==> config.mk <==
export PLATFORM = sky130hd
export DESIGN_NAME = sdram_arbiter
export DESIGN_NICKNAME = d
export VERILOG_FILES = /design/src/rtl/sdram_arb_pkg.sv /design/src/rtl/sdram_refresh_timer.sv /design/src/rtl/sdram_arbiter.sv
export SDC_FILE = /design/constraint.sdc
export NUM_CORES = 1
export LEC_CHECK = 0
export ABC_CLOCK_PERIOD_IN_PS = 5260
export CORE_MARGIN = 2
export CORE_UTILIZATION = 36
export DETAILED_ROUTE_END_ITERATION = 12
export DONT_BUFFER_PORTS = 1
export HOLD_SLACK_MARGIN = 0.12
export SLEW_MARGIN = 20
export SYNTH_ARGS = -nofsm -noshare
export SYNTH_HDL_FRONTEND = slang
export SYNTH_SLANG_ARGS = --single-unit
==> constraint.sdc <==
create_clock -name clk -period 5.26 [get_ports clk]
set_clock_uncertainty 0.05 [all_clocks]
set_input_delay 0.526 -clock clk [delete_from_list [all_inputs] [get_ports clk]]
set_output_delay 0.526 -clock clk [all_outputs]
set_load 0.02 [all_outputs]
==> src/rtl/sdram_arb_pkg.sv <==
// sdram_arb_pkg: requester ids, arbiter states and refresh token limit shared by the arbiter files
package sdram_arb_pkg;
  typedef enum logic [2:0] {NONE, VID, DMA, CPU, RFSH} req_id_t;
  typedef enum logic [1:0] {ST_IDLE, ST_ISSUE, ST_RFSH, ST_WAIT} state_t;
  localparam int TOKEN_MAX = 4;
endpackage

==> src/rtl/sdram_refresh_timer.sv <==
// sdram_refresh_timer: free-running interval counter that accrues refresh tokens, consumed by done
module sdram_refresh_timer
  import sdram_arb_pkg::*;
#(
  parameter int REFRESH_CYCLES = 250
) (
  input  logic clk,
  input  logic reset,
  input  logic done,
  output logic urgent,
  output logic pending
);
  localparam int CW = REFRESH_CYCLES > 1 ? $clog2(REFRESH_CYCLES) : 1;
  logic [CW-1:0] r_cnt;
  logic [2:0] r_tokens;
  logic w_wrap, w_inc, w_dec;
  always_comb begin
    w_wrap = r_cnt == CW'(REFRESH_CYCLES - 1);
    // a wrap and a completed refresh in one cycle cancel, even when saturated
    w_inc = w_wrap & ~done & (r_tokens != 3'(TOKEN_MAX));
    w_dec = done & ~w_wrap & (r_tokens != 3'd0);
  end
  always_ff @(posedge clk) begin
    if (reset) begin
      r_cnt <= '0;
      r_tokens <= '0;
    end else begin
      r_cnt <= w_wrap ? '0 : r_cnt + CW'(1);
      r_tokens <= r_tokens + {2'b0, w_inc} - {2'b0, w_dec};
    end
  end
  assign urgent = r_tokens >= 3'd2;
  assign pending = r_tokens == 3'd1;
endmodule

==> src/rtl/sdram_arbiter.sv <==
// sdram_arbiter: video/DMA/CPU access and refresh arbitration in front of a single SDRAM controller
module sdram_arbiter #(
  parameter int ADDR_W = 22,
  parameter int REFRESH_CYCLES = 250
) (
  input  logic              clk,
  input  logic              reset,
  input  logic              vid_req,
  input  logic              dma_req,
  input  logic              cpu_req,
  input  logic [ADDR_W-1:0] vid_addr,
  input  logic [ADDR_W-1:0] dma_addr,
  input  logic [ADDR_W-1:0] cpu_addr,
  input  logic              dma_we,
  input  logic              cpu_we,
  input  logic [15:0]       dma_din,
  input  logic [15:0]       cpu_din,
  input  logic [1:0]        dma_ds,
  input  logic [1:0]        cpu_ds,
  output logic              vid_ack,
  output logic              dma_ack,
  output logic              cpu_ack,
  output logic [15:0]       rdata,
  output logic              mem_req,
  output logic              mem_refresh,
  output logic [ADDR_W-1:0] mem_addr,
  output logic              mem_we,
  output logic [15:0]       mem_din,
  output logic [1:0]        mem_ds,
  input  logic              mem_ack,
  input  logic [15:0]       mem_dout
);
  import sdram_arb_pkg::*;
  state_t r_state;
  req_id_t r_grant, w_win;
  logic r_cpu_last, r_vid_ack, r_dma_ack, r_cpu_ack, r_mem_req, r_mem_refresh, r_mem_we;
  logic [15:0] r_rdata, r_mem_din;
  logic [ADDR_W-1:0] r_mem_addr, w_addr;
  logic [1:0] r_mem_ds, w_ds;
  logic [15:0] w_din;
  logic w_vid, w_dma, w_cpu, w_urgent, w_pending, w_done, w_we;
  sdram_refresh_timer #(.REFRESH_CYCLES(REFRESH_CYCLES)) u_timer (
    .clk(clk), .reset(reset), .done(w_done), .urgent(w_urgent), .pending(w_pending)
  );
  always_comb begin
    // a requester whose ack is showing is still holding its request from the finished access
    w_vid = vid_req & ~r_vid_ack;
    w_dma = dma_req & ~r_dma_ack;
    w_cpu = cpu_req & ~r_cpu_ack;
    w_win = w_vid ? VID : w_urgent ? RFSH : (w_dma & (~w_cpu | r_cpu_last)) ? DMA :
            w_cpu ? CPU : w_pending ? RFSH : NONE;
    w_addr = w_win == VID ? vid_addr : w_win == DMA ? dma_addr : cpu_addr;
    w_we = w_win == DMA ? dma_we : w_win == CPU ? cpu_we : 1'b0;
    w_din = w_win == DMA ? dma_din : w_win == CPU ? cpu_din : 16'h0;
    w_ds = w_win == DMA ? dma_ds : w_win == CPU ? cpu_ds : 2'b11;
    w_done = r_state == ST_WAIT && mem_ack && r_grant == RFSH;
  end
  always_ff @(posedge clk) begin
    if (reset) begin
      r_state <= ST_IDLE;
      r_grant <= NONE;
      r_cpu_last <= 1'b1;
      r_vid_ack <= 1'b0;
      r_dma_ack <= 1'b0;
      r_cpu_ack <= 1'b0;
      r_mem_req <= 1'b0;
      r_mem_refresh <= 1'b0;
      r_mem_addr <= '0;
      r_mem_we <= 1'b0;
      r_mem_din <= '0;
      r_mem_ds <= '0;
      r_rdata <= '0;
    end else begin
      r_vid_ack <= 1'b0;
      r_dma_ack <= 1'b0;
      r_cpu_ack <= 1'b0;
      r_mem_req <= 1'b0;
      r_mem_refresh <= 1'b0;
      case (r_state)
        ST_IDLE:
          if (w_win == RFSH) begin
            r_state <= ST_RFSH;
            r_mem_refresh <= 1'b1;
            r_grant <= RFSH;
          end else if (w_win != NONE) begin
            r_state <= ST_ISSUE;
            r_mem_req <= 1'b1;
            r_grant <= w_win;
            r_mem_addr <= w_addr;
            r_mem_we <= w_we;
            r_mem_din <= w_din;
            r_mem_ds <= w_ds;
            if (w_win != VID) r_cpu_last <= w_win == CPU;
          end
        ST_ISSUE, ST_RFSH: r_state <= ST_WAIT;
        default:
          if (mem_ack) begin
            r_state <= ST_IDLE;
            r_vid_ack <= r_grant == VID;
            r_dma_ack <= r_grant == DMA;
            r_cpu_ack <= r_grant == CPU;
            if (r_grant != RFSH) r_rdata <= mem_dout;
          end
      endcase
    end
  end
  assign vid_ack = r_vid_ack;
  assign dma_ack = r_dma_ack;
  assign cpu_ack = r_cpu_ack;
  assign rdata = r_rdata;
  assign mem_req = r_mem_req;
  assign mem_refresh = r_mem_refresh;
  assign mem_addr = r_mem_addr;
  assign mem_we = r_mem_we;
  assign mem_din = r_mem_din;
  assign mem_ds = r_mem_ds;
endmodule

# Word-level counts from Yosys, hierarchy flattened
# Cells that the tools add are included.
# classes
addsub	3
order_cmp	1
n_eq_ne	17
n_mux	21
n_bitwise	19
reduce_logical	18
# op_table
operator	count
2-to-1 mux 22 bit	2
2-to-1 mux 16 bit	2
2-to-1 mux 3 bit	7
== test 3 x 2 -> 1 bit, second input constant	4
2-to-1 mux 2 bit	5
inverter 1 bit	10
== test 3 x 1 -> 1 bit, second input constant	3
!= test 3 bit, second input constant	3
nonzero test 3 bit	3
adder 8 x 1 -> 8 bit, second input constant	1
AND 1 bit	8
== test 8 bit, second input constant	1
== test 3 bit, second input constant	2
AND reduction 3 bit	2
OR reduction 2 bit	3
OR reduction 3 bit	2
OR reduction 5 bit	1
== test 2 bit, second input constant	2
2-to-1 mux 1 bit	4
case mux 2 bit (2 select lines)	1
AND reduction 2 bit	2
AND reduction 4 bit	1
adder 3 x 1 -> 3 bit	1
>= comparator 3 x 2 -> 1 bit, second input constant	1
7 further kinds	8
# totals
regBits	79
inputBits	126
output_inout_bits	62
elab_cells	94

# Logic depth before layout (Yosys ltp)
# Gate-level depths: netlist of run 1.
# depth
depth_word	12
mapped_depth	11
ltp_nobuf	11

# Cells and area by module
# Synthesis of run 1 repeated with hierarchy kept, for this count alone.
# unflattened
cells_unflattened	378
area_unflattened_um2	3626.0
# by_module_without_submodules
module	instances	cells_per_inst	area_each_um2	seq_area_each_um2
sdram_arbiter	1	316	3060.4	1361.3
sdram_refresh_timer	1	62	565.5	220.2

# Worst setup path before layout of run 1
# Ideal clock, no wire load.
# synth_path
kind	input to register
from	input port mem_ack
to	register u_timer.r_tokens[1]
setup_time_ns	0.128
arrival_time_ns	1.947
required_time_ns	5.082
setup_slack_ns	3.135
path_stages	8
n_path_buf	0
path_cell_list	nor2b_1 -> nand4_1 -> a311oi_1 -> ha_1 -> inv_1 -> ha_1 -> fa_1 -> nor2b_1
# synth_via
elab_chain_len	7
elab_cells_between_ends	9
cone_classes	add/sub (2); bitwise (5); reduce/logical (2)
# synth_rtl
item	line_no	rtl
from (decl)	sdram_arbiter.sv:30	input logic mem_ack,
logical AND 1 bit * (2 in series)	sdram_arbiter.sv:56	w_done = r_state == ST_WAIT && mem_ack && r_grant == RFSH;
inverter 1 bit	sdram_refresh_timer.sv:20	w_inc = w_wrap & ~done & (r_tokens != 3'(TOKEN_MAX));
AND 1 bit (2 in series)	sdram_refresh_timer.sv:20	
adder 3 x 1 -> 3 bit	sdram_refresh_timer.sv:29	r_tokens <= r_tokens + {2'b0, w_inc} - {2'b0, w_dec};
subtractor 3 x 1 -> 3 bit *	sdram_refresh_timer.sv:29	
to (signal assigned)	sdram_refresh_timer.sv:29	
to (decl)	sdram_refresh_timer.sv:15	logic [2:0] r_tokens;
# Every way passes the cells marked *; elsewhere a longest branch is shown, timed or not.
# A chain may end at the register's enable or synchronous reset.

# Worst setup path in the final report of run 1
# layout_path
from	register r_state[0]
to	register r_grant[2]
# layout_via
elab_chain_len	2
# layout_rtl
item	line_no	rtl
from (decl)	sdram_arbiter.sv:34	state_t r_state;
from (signal assigned)	sdram_arbiter.sv:60	r_state <= ST_IDLE;
from (signal assigned)	sdram_arbiter.sv:82	r_state <= ST_RFSH;
from (signal assigned)	sdram_arbiter.sv:86	r_state <= ST_ISSUE;
zero test 2 bit	sdram_arbiter.sv:79	case (r_state)
AND reduction 2 bit (no source line)	-	
to (signal assigned)	sdram_arbiter.sv:88	r_grant <= w_win;
to (decl)	sdram_arbiter.sv:35	req_id_t r_grant, w_win;
# No other way between the ends.

==> impl_results.md, run 1 <==
* Flops & latches, synth at 79
* GRT Total Usage at 17.6%
* Rows at 38
* Avg WL per Cell at 19.4 µm
* Area grow syn2layout at 5.67%
* CP Class: register to register
* Pin count of the biggest net entering global routing at 69
* Grt ovf at 0
* Post-route DRC at 0
* Clock sink count at 79
* Total power at 1.87 mW
* Finished Cell Area at 4240 µm²
* Reg2reg start: r_state[0]$_SDFFE_PP0P_
* FMAX at 360 MHz
* Net count after synthesis at 569
* Routed wire length at 10.9 mm
* Count of cell types in the netlist at 47
* R2r setup slk at 2.48 ns
* Starting Density at 37.0%
* Dpl cells at 544
* Syn Area/Cell at 9.25 µm²
* Pins over their slew limit at 0
* Core box area at 10800 µm²
* Hold/Removal Path Class: input pin to register
* Fin cells at 559
* Primary FF master, synth: dfxtp_1
* Share of cells above drive strength 1 at 9.55%
* Worst reg2reg path endpoint: r_grant[2]$_SDFFE_PP0P_
* Maximum VDD drop at 0.000219 V
* Worst r2r path cells at 7
* # setup viols final at 0
* Drt first pass iters at 4
* Setup TNS at 0 ns
* H-tree depth at 3
* WHS Endpoint: rdata[1]$_SDFFE_PP0P_
* Via density at 6.00
* Area contributors post-synth: dfxtp_1, mux2i_1, o211ai_1
* Pwr Density at 442 nW/µm²
* Placed Area at 4070 µm²
* GPL Wtd Cong at 0.875
* Status: finished clean
* Hold-fix buffers, CTS at 0
* Crit path time final at 2.78 ns
* Clk Latency, worst-skew pair at 0.36 ns
* Sequential fraction of the synthesis area at 39.4%
* Port bufs at 0
* Routed Antenna Nets at 0
* EDFF count, synth at 0
* Starting DRC count in detailed routing at 248
* Max-cap violations at 0
* Synth Instances at 434
* CP arrival at 3.05 ns
* TritonCTS Buffers at 9
* Hold Path Stages at 1
* Filler Cell Count at 1096
* Via count at 3352
* Die Area at 12000 µm²
* Layout net count at 550
* HPWL after detailed placement at 7.62 mm
* Diodes inserted at 0
* Hold Fails Final Rpt at 0
* Asr flop ratio synth at 0%
* Startpoint types: register
* Io pins at 188
* Reg clk slew, reported paths at 0.09 ns
* Die Ht at 110 µm
* Final worst-path cycle share at 52.9%
* Maximum clock path buffer count at 2
* Synthesis Warnings at 0
* Vias in the first global route at 3136
* Worst endpoint required time at 5.52 ns
* Crit path capture type: register
* Clk root buf: clkbuf_8
* Post-CTS sizing at 0
* Worst slew margin at 28.0%
* RSZ-0062 raised after global routing: false
* Core Util, Final at 39.1%
* Mapped Area at 4020 µm²
* LEAKAGE at 1.61 nW
* Initial antenna violation count at 0
* CTS tree: yes
* Worst-margin pin slew at 1.08 ns
* Die width at 110 µm
* Area leader, netlist: dfxtp_1
* First-pass GRT wire length at 16.2 mm
* Hold_sp: reset
* Post-CTS Setup Bufs at 0
* Top fanout value on the critical path at 29
* Top cell type's share of synthesized area at 39.4%
==> Yosys cell counts (2+ instances only) <==
library cell,instances
buf_2,10
mux2i_1,41
nor2b_1,5
o21a_1,2
ha_1,8
nand3_1,8
a21oi_1,20
o211ai_1,26
nor4_1,2
xnor2_1,4
dfxtp_1,79
nand2b_1,4
buf_1,3
a211oi_1,5
o2bb2ai_1,7
nor3_1,6
o2bb2ai_2,10
a311oi_1,2
nand4_1,24
nand2_1,41
inv_1,11
or3_1,2
a21o_1,2
a41oi_1,22
and3_1,23
clkbuf_1,21
nor3b_1,3
nor2_1,19
xor2_1,3
o21ai_0,4
==> through the flow <==
step | worst slack, ns | hold WS [ns]
2_1_floorplan | 3.13 | 0.383
3_3_place_gp | 2.56 | 0.395
3_5_place_dp | 2.49 | 0.406
4_1_cts | 2.48 | 0.139
5_1_grt | 2.23 | 0.130
6_report | 2.48 | 0.161
==> area by class of cell <==
type	instances	area, µm²	share of cell area (%)
Clock buffer	9	124	2.92
Sequential cell	79	1580	37.3
Multi-Input combinational cell	308	2230	52.6
Clock inverter	6	46.3	1.09
Tap cell	140	175	4.13
Inverter	11	41.3	0.973
Timing Repair Buffer	6	45.0	1.06
==> registers in the layout, summed over array words and instances, names as in the netlist, 2 cells and up <==
signal	cells
mem_ds	2
r_state	2
mem_din	16
u_timer.r_cnt	8
mem_addr	22
r_grant	3
u_timer.r_tokens	3
rdata	16
==> cells in the final DEF (no fill, tap or decap), types with 9 or more instances in the layout <==
master and instances:
nand2_1 41, nor2_1 19, o211ai_1 26, a41oi_1 22
dfxtp_1 79, and3_1 23, nand4_1 24, inv_1 10
mux2i_1 41, o2bb2ai_2 10, clkbuf_8 9, a21oi_1 20
==> logic make-up (layout without fill, tap and decap cells) <==
logic type,Yosys count,count (layout),synth area share (%)
buffers and inverters,47,32,5.17
AND/OR/NAND/NOR,142,142,18.4
AO/OA/AOI/OAI,109,109,22.3
XOR/XNOR,7,7,1.53
adder cells (fa/ha/maj),9,9,2.99
multiplexers,41,41,10.2
flip-flops,79,79,39.4
==> layer usage <==
| metal | wire [µm] | share of wire, % | vias to the layer above | track usage, % |
|---|---|---|---|---|
| li1 | - | - | 1595 | - |
| met3 | 1380 | 13 | 6 | 9.66 |
| met5 | 0 | 0 | - | 0 |
| met1 | 4330 | 40 | 1571 | 20.0 |
| met4 | 77 | 0.71 | 0 | 5.42 |
| met2 | 5070 | 47 | 180 | 28.4 |
==> worst max path at each step <==
stage	slack [ns]	endpoint	start	cells past startpoint
global route	2.23	mem_din[6]$_SDFFE_PP0P_	r_state[0]$_SDFFE_PP0P_	7
detailed placement	2.49	r_grant[2]$_SDFFE_PP0P_	r_state[0]$_SDFFE_PP0P_	7
finish	2.48	r_grant[2]$_SDFFE_PP0P_	r_state[0]$_SDFFE_PP0P_	7
floorplan	3.13	u_timer.r_tokens[1]$_SDFF_PP0_	mem_ack	8
CTS	2.48	r_grant[2]$_SDFFE_PP0P_	r_state[0]$_SDFFE_PP0P_	7
global placement	2.56	r_grant[2]$_SDFFE_PP0P_	r_state[0]$_SDFFE_PP0P_	7
==> critical path, cell delays in order (launching register included) <==
cell and delay, ns:
dfxtp_1 0.37, inv_1 0.07, ha_1 0.19, buf_4 0.24, inv_1 0.56, nor2_1 0.25
nor3_4 0.76, a21o_1 0.21
==> report_power, final <==
part | internal (mW) | total, mW | switching (mW)
Clock | 0.172 | 0.411 | 0.240
Sequential | 0.714 | 0.936 | 0.222
Combinational | 0.195 | 0.526 | 0.331
Note: power is estimated with default switching activity, not from simulation.
==> run 2, diff against run 1 <==
--- a/config.mk
+++ b/config.mk
@@ -5,7 +5,7 @@
 export SDC_FILE = /design/constraint.sdc
 export NUM_CORES = 1
 export LEC_CHECK = 0
-export ABC_CLOCK_PERIOD_IN_PS = 5260
+export ABC_CLOCK_PERIOD_IN_PS = 2750
 export CORE_MARGIN = 2
 export CORE_UTILIZATION = 36
 export DETAILED_ROUTE_END_ITERATION = 12
==> constraint.sdc (replaced) <==
create_clock -name clk -period 2.75 [get_ports clk]
set_clock_uncertainty 0.05 [all_clocks]
set_input_delay 0.275 -clock clk [delete_from_list [all_inputs] [get_ports clk]]
set_output_delay 0.275 -clock clk [all_outputs]
set_load 0.02 [all_outputs]
==> impl_results.md, run 2 <==
* Status: did not finish
* Stopping stage: clock tree synthesis
* Err: [ERROR RSZ-0060] Max buffer count reached.
* Area contributors post-synth: dfxtp_1, mux2i_1, o211ai_1
* Dpl cells at 548
* Syn Area/Cell at 9.25 µm²
* Starting Density at 37.0%
* Hold-fix buffers, CTS at 115
* Count of cell types in the netlist at 47
* Clk root buf: clkbuf_8
* Die Ht at 110 µm
* Port bufs at 0
* Io pins at 188
* GPL Wtd Cong at 0.802
* EDFF count, synth at 0
* Placed Area at 4100 µm²
* Maximum clock path buffer count at 2
* HPWL after detailed placement at 7.56 mm
* Clock sink count at 79
* Asr flop ratio synth at 0%
* Net count after synthesis at 569
* TritonCTS Buffers at 9
* Flops & latches, synth at 79
* Area leader, netlist: dfxtp_1
* Synthesis Warnings at 0
* Top cell type's share of synthesized area at 39.4%
* Die width at 110 µm
* Primary FF master, synth: dfxtp_1
* Sequential fraction of the synthesis area at 39.4%
* Rows at 38
* Synth Instances at 434
* H-tree depth at 3
* Mapped Area at 4020 µm²
* Post-CTS Setup Bufs at 0
* Post-CTS sizing at 0
* Post-synth top cells: dfxtp_1, mux2i_1, nand2_1, o211ai_1, nand4_1
* Most numerous cell in the Yosys netlist: dfxtp_1
-- run 2: cell counts after synthesis --
No cell type changed its count.
-- run 2: stage by stage --
step / worst slack (ns) / util (%) / hold slack, ns
3_3_place_gp: 0.549 / 37.8 / 0.297
2_1_floorplan: 0.716 / - / 0.361
3_5_place_dp: 0.437 / 37.8 / 0.300
-- run 2: kinds of logic after synthesis --
family | count (synthesis) | share of synthesized area [%]
AO/OA/AOI/OAI | 109 | 22.3
buffers and inverters | 47 | 5.17
XOR/XNOR | 7 | 1.53
adder cells (fa/ha/maj) | 9 | 2.99
multiplexers | 41 | 10.2
AND/OR/NAND/NOR | 142 | 18.4
flip-flops | 79 | 39.4
==> run 3, diff against run 2 <==
--- a/config.mk
+++ b/config.mk
@@ -7,10 +7,10 @@
 export LEC_CHECK = 0
 export ABC_CLOCK_PERIOD_IN_PS = 2750
 export CORE_MARGIN = 2
-export CORE_UTILIZATION = 36
+export CORE_UTILIZATION = 21
 export DETAILED_ROUTE_END_ITERATION = 12
 export DONT_BUFFER_PORTS = 1
-export HOLD_SLACK_MARGIN = 0.12
+export PLACE_DENSITY_LB_ADDON = 0.15
 export SLEW_MARGIN = 20
 export SYNTH_ARGS = -nofsm -noshare
 export SYNTH_HDL_FRONTEND = slang
==> impl_results.md, run 3 (synthesis gave the netlist of run 1 again) <==
* Status: finished clean
* Pwr Density at 877 nW/µm²
* Reg clk slew, reported paths at 0.07 ns
* Routed Antenna Nets at 0
* CP cell instances: ha_1, nand2_1, nor3_1, a311oi_1, ha_1, inv_1, ha_1, fa_1, xor2_1, nor2_1
* Commonest non-fill, non-tap cell in the layout: dfxtp_1
* Max reg flops at 22
* Post-CTS Setup Bufs at 0
* CP delay by family, top: adder cells
* CP arrival at 2.46 ns
* H-tree depth at 3
* Crit path capture type: register
* Hold Fails Final Rpt at 0
* Final worst-path cycle share at 83.5%
* Via count at 3402
* Pin count of the biggest net entering global routing at 41
* RSZ-0062 raised after global routing: false
* Clock sink count at 79
* # setup viols final at 0
* Top fanout value on the critical path at 4
* Starting DRC count in detailed routing at 143
* Crit path largest cell delay at 0.39 ns
* CTS tree: yes
* Clk Latency, worst-skew pair at 0.34 ns
* LEAKAGE at 1.75 nW
* R2r setup slk at 0.45 ns
* Io pins at 188
* Vias in the first global route at 3382
* GRT Total Usage at 12.7%
* Most frequent cells in the layout: dfxtp_1, nand2_1, mux2i_1, o211ai_1, nand4_1
* Grt ovf at 0
* Avg WL per Cell at 19.2 µm
* HPWL after detailed placement at 8.86 mm
* Die Ht at 142 µm
* Die width at 142 µm
* Worst slew margin at 59.7%
* Layout net count at 568
* Clk root buf: clkbuf_16
* Area grow syn2layout at 15.9%
* Setup TNS at 0 ns
* Maximum clock path buffer count at 2
* Die Area at 20200 µm²
* Post-CTS sizing at 0
* Hold-fix buffers, CTS at 10
* Routed wire length at 12.9 mm
* Cell mode on critical path: ha_1
* Core Util, Final at 24.9%
* Pins over their slew limit at 0
* GPL Wtd Cong at 0.741
* Drt first pass iters at 6
* Setup WS pre-CTS at 0.491 ns
* Buffers & Inverters on Critical Path at 1
* Via density at 5.06
* Slowest cell on the critical path: dfxtp_1
* Starting Density at 21.5%
* Maximum VDD drop at 0.000319 V
* TritonCTS Buffers at 9
* Crit path time final at 2.30 ns
* CP Class: register to register
* Startpoint types: register
* Hold/Removal Path Class: input pin to register
* Diodes inserted at 0
* Core box area at 18700 µm²
* Setup slack after layout at 0.454 ns
* Share of cells above drive strength 1 at 11.4%
* Port bufs at 0
* First-pass GRT wire length at 19.3 mm
* Post-route DRC at 0
* FMAX at 436 MHz
* Worst endpoint required time at 2.91 ns
* Worst-margin pin slew at 0.603 ns
* Rows at 50
* Max-cap violations at 0
* Initial antenna violation count at 0
* Filler Cell Count at 1992
[run 3: final cells by class]
type	instances	area [µm²]	area share (%)
Clock buffer	10	239	5.13
Clock inverter	6	42.5	0.914
Timing Repair Buffer	24	228	4.89
Inverter	11	41.3	0.887
Tap cell	234	293	6.29
Sequential cell	79	1580	34.0
Multi-Input combinational cell	308	2230	47.9
[run 3: per-layer routing]
metal | vias to the layer above | GRT usage [%] | share of wire (%)
li1 | 1635 | - | -
met1 | 1582 | 14.8 | 41
met2 | 176 | 21.2 | 47
met3 | 9 | 5.75 | 11
met4 | 0 | 3.05 | 0.90
met5 | - | 0 | 0
[run 3: worst paths after layout]
path	from	cells past startpoint	to
worst max register to register	u_timer.r_cnt[0]$_SDFF_PP0_	10	u_timer.r_tokens[2]$_SDFF_PP0_
worst min register to register	u_timer.r_cnt[0]$_SDFF_PP0_	1	u_timer.r_cnt[0]$_SDFF_PP0_
worst min-delay path	mem_dout[8]	2	rdata[8]$_SDFFE_PP0P_
worst max-delay path	u_timer.r_cnt[0]$_SDFF_PP0_	10	u_timer.r_tokens[2]$_SDFF_PP0_
[run 3: report_power, final]
part           internal (mW)  total (mW)  leakage (nW)  switching (mW)
clock                  0.640        1.17         0.135           0.527
sequential              1.37        1.79         0.645           0.423
combinational          0.434        1.12         0.974           0.690
total                   2.44        4.08          1.75            1.64
[run 3: stage by stage]
stage | cell area, µm² | std cells | power [mW] | hold slack [ns]
2_1_floorplan | 4020 | 434 | 2.57 | 0.361
3_3_place_gp | 4270 | 645 | 2.91 | 0.298
3_5_place_dp | 4270 | 645 | 2.93 | 0.300
4_1_cts | 4650 | 671 | 4.16 | 0.00147
5_1_grt | 4650 | 672 | 4.34 | 0.00276
6_report | 4650 | 672 | 4.08 | 0.0175
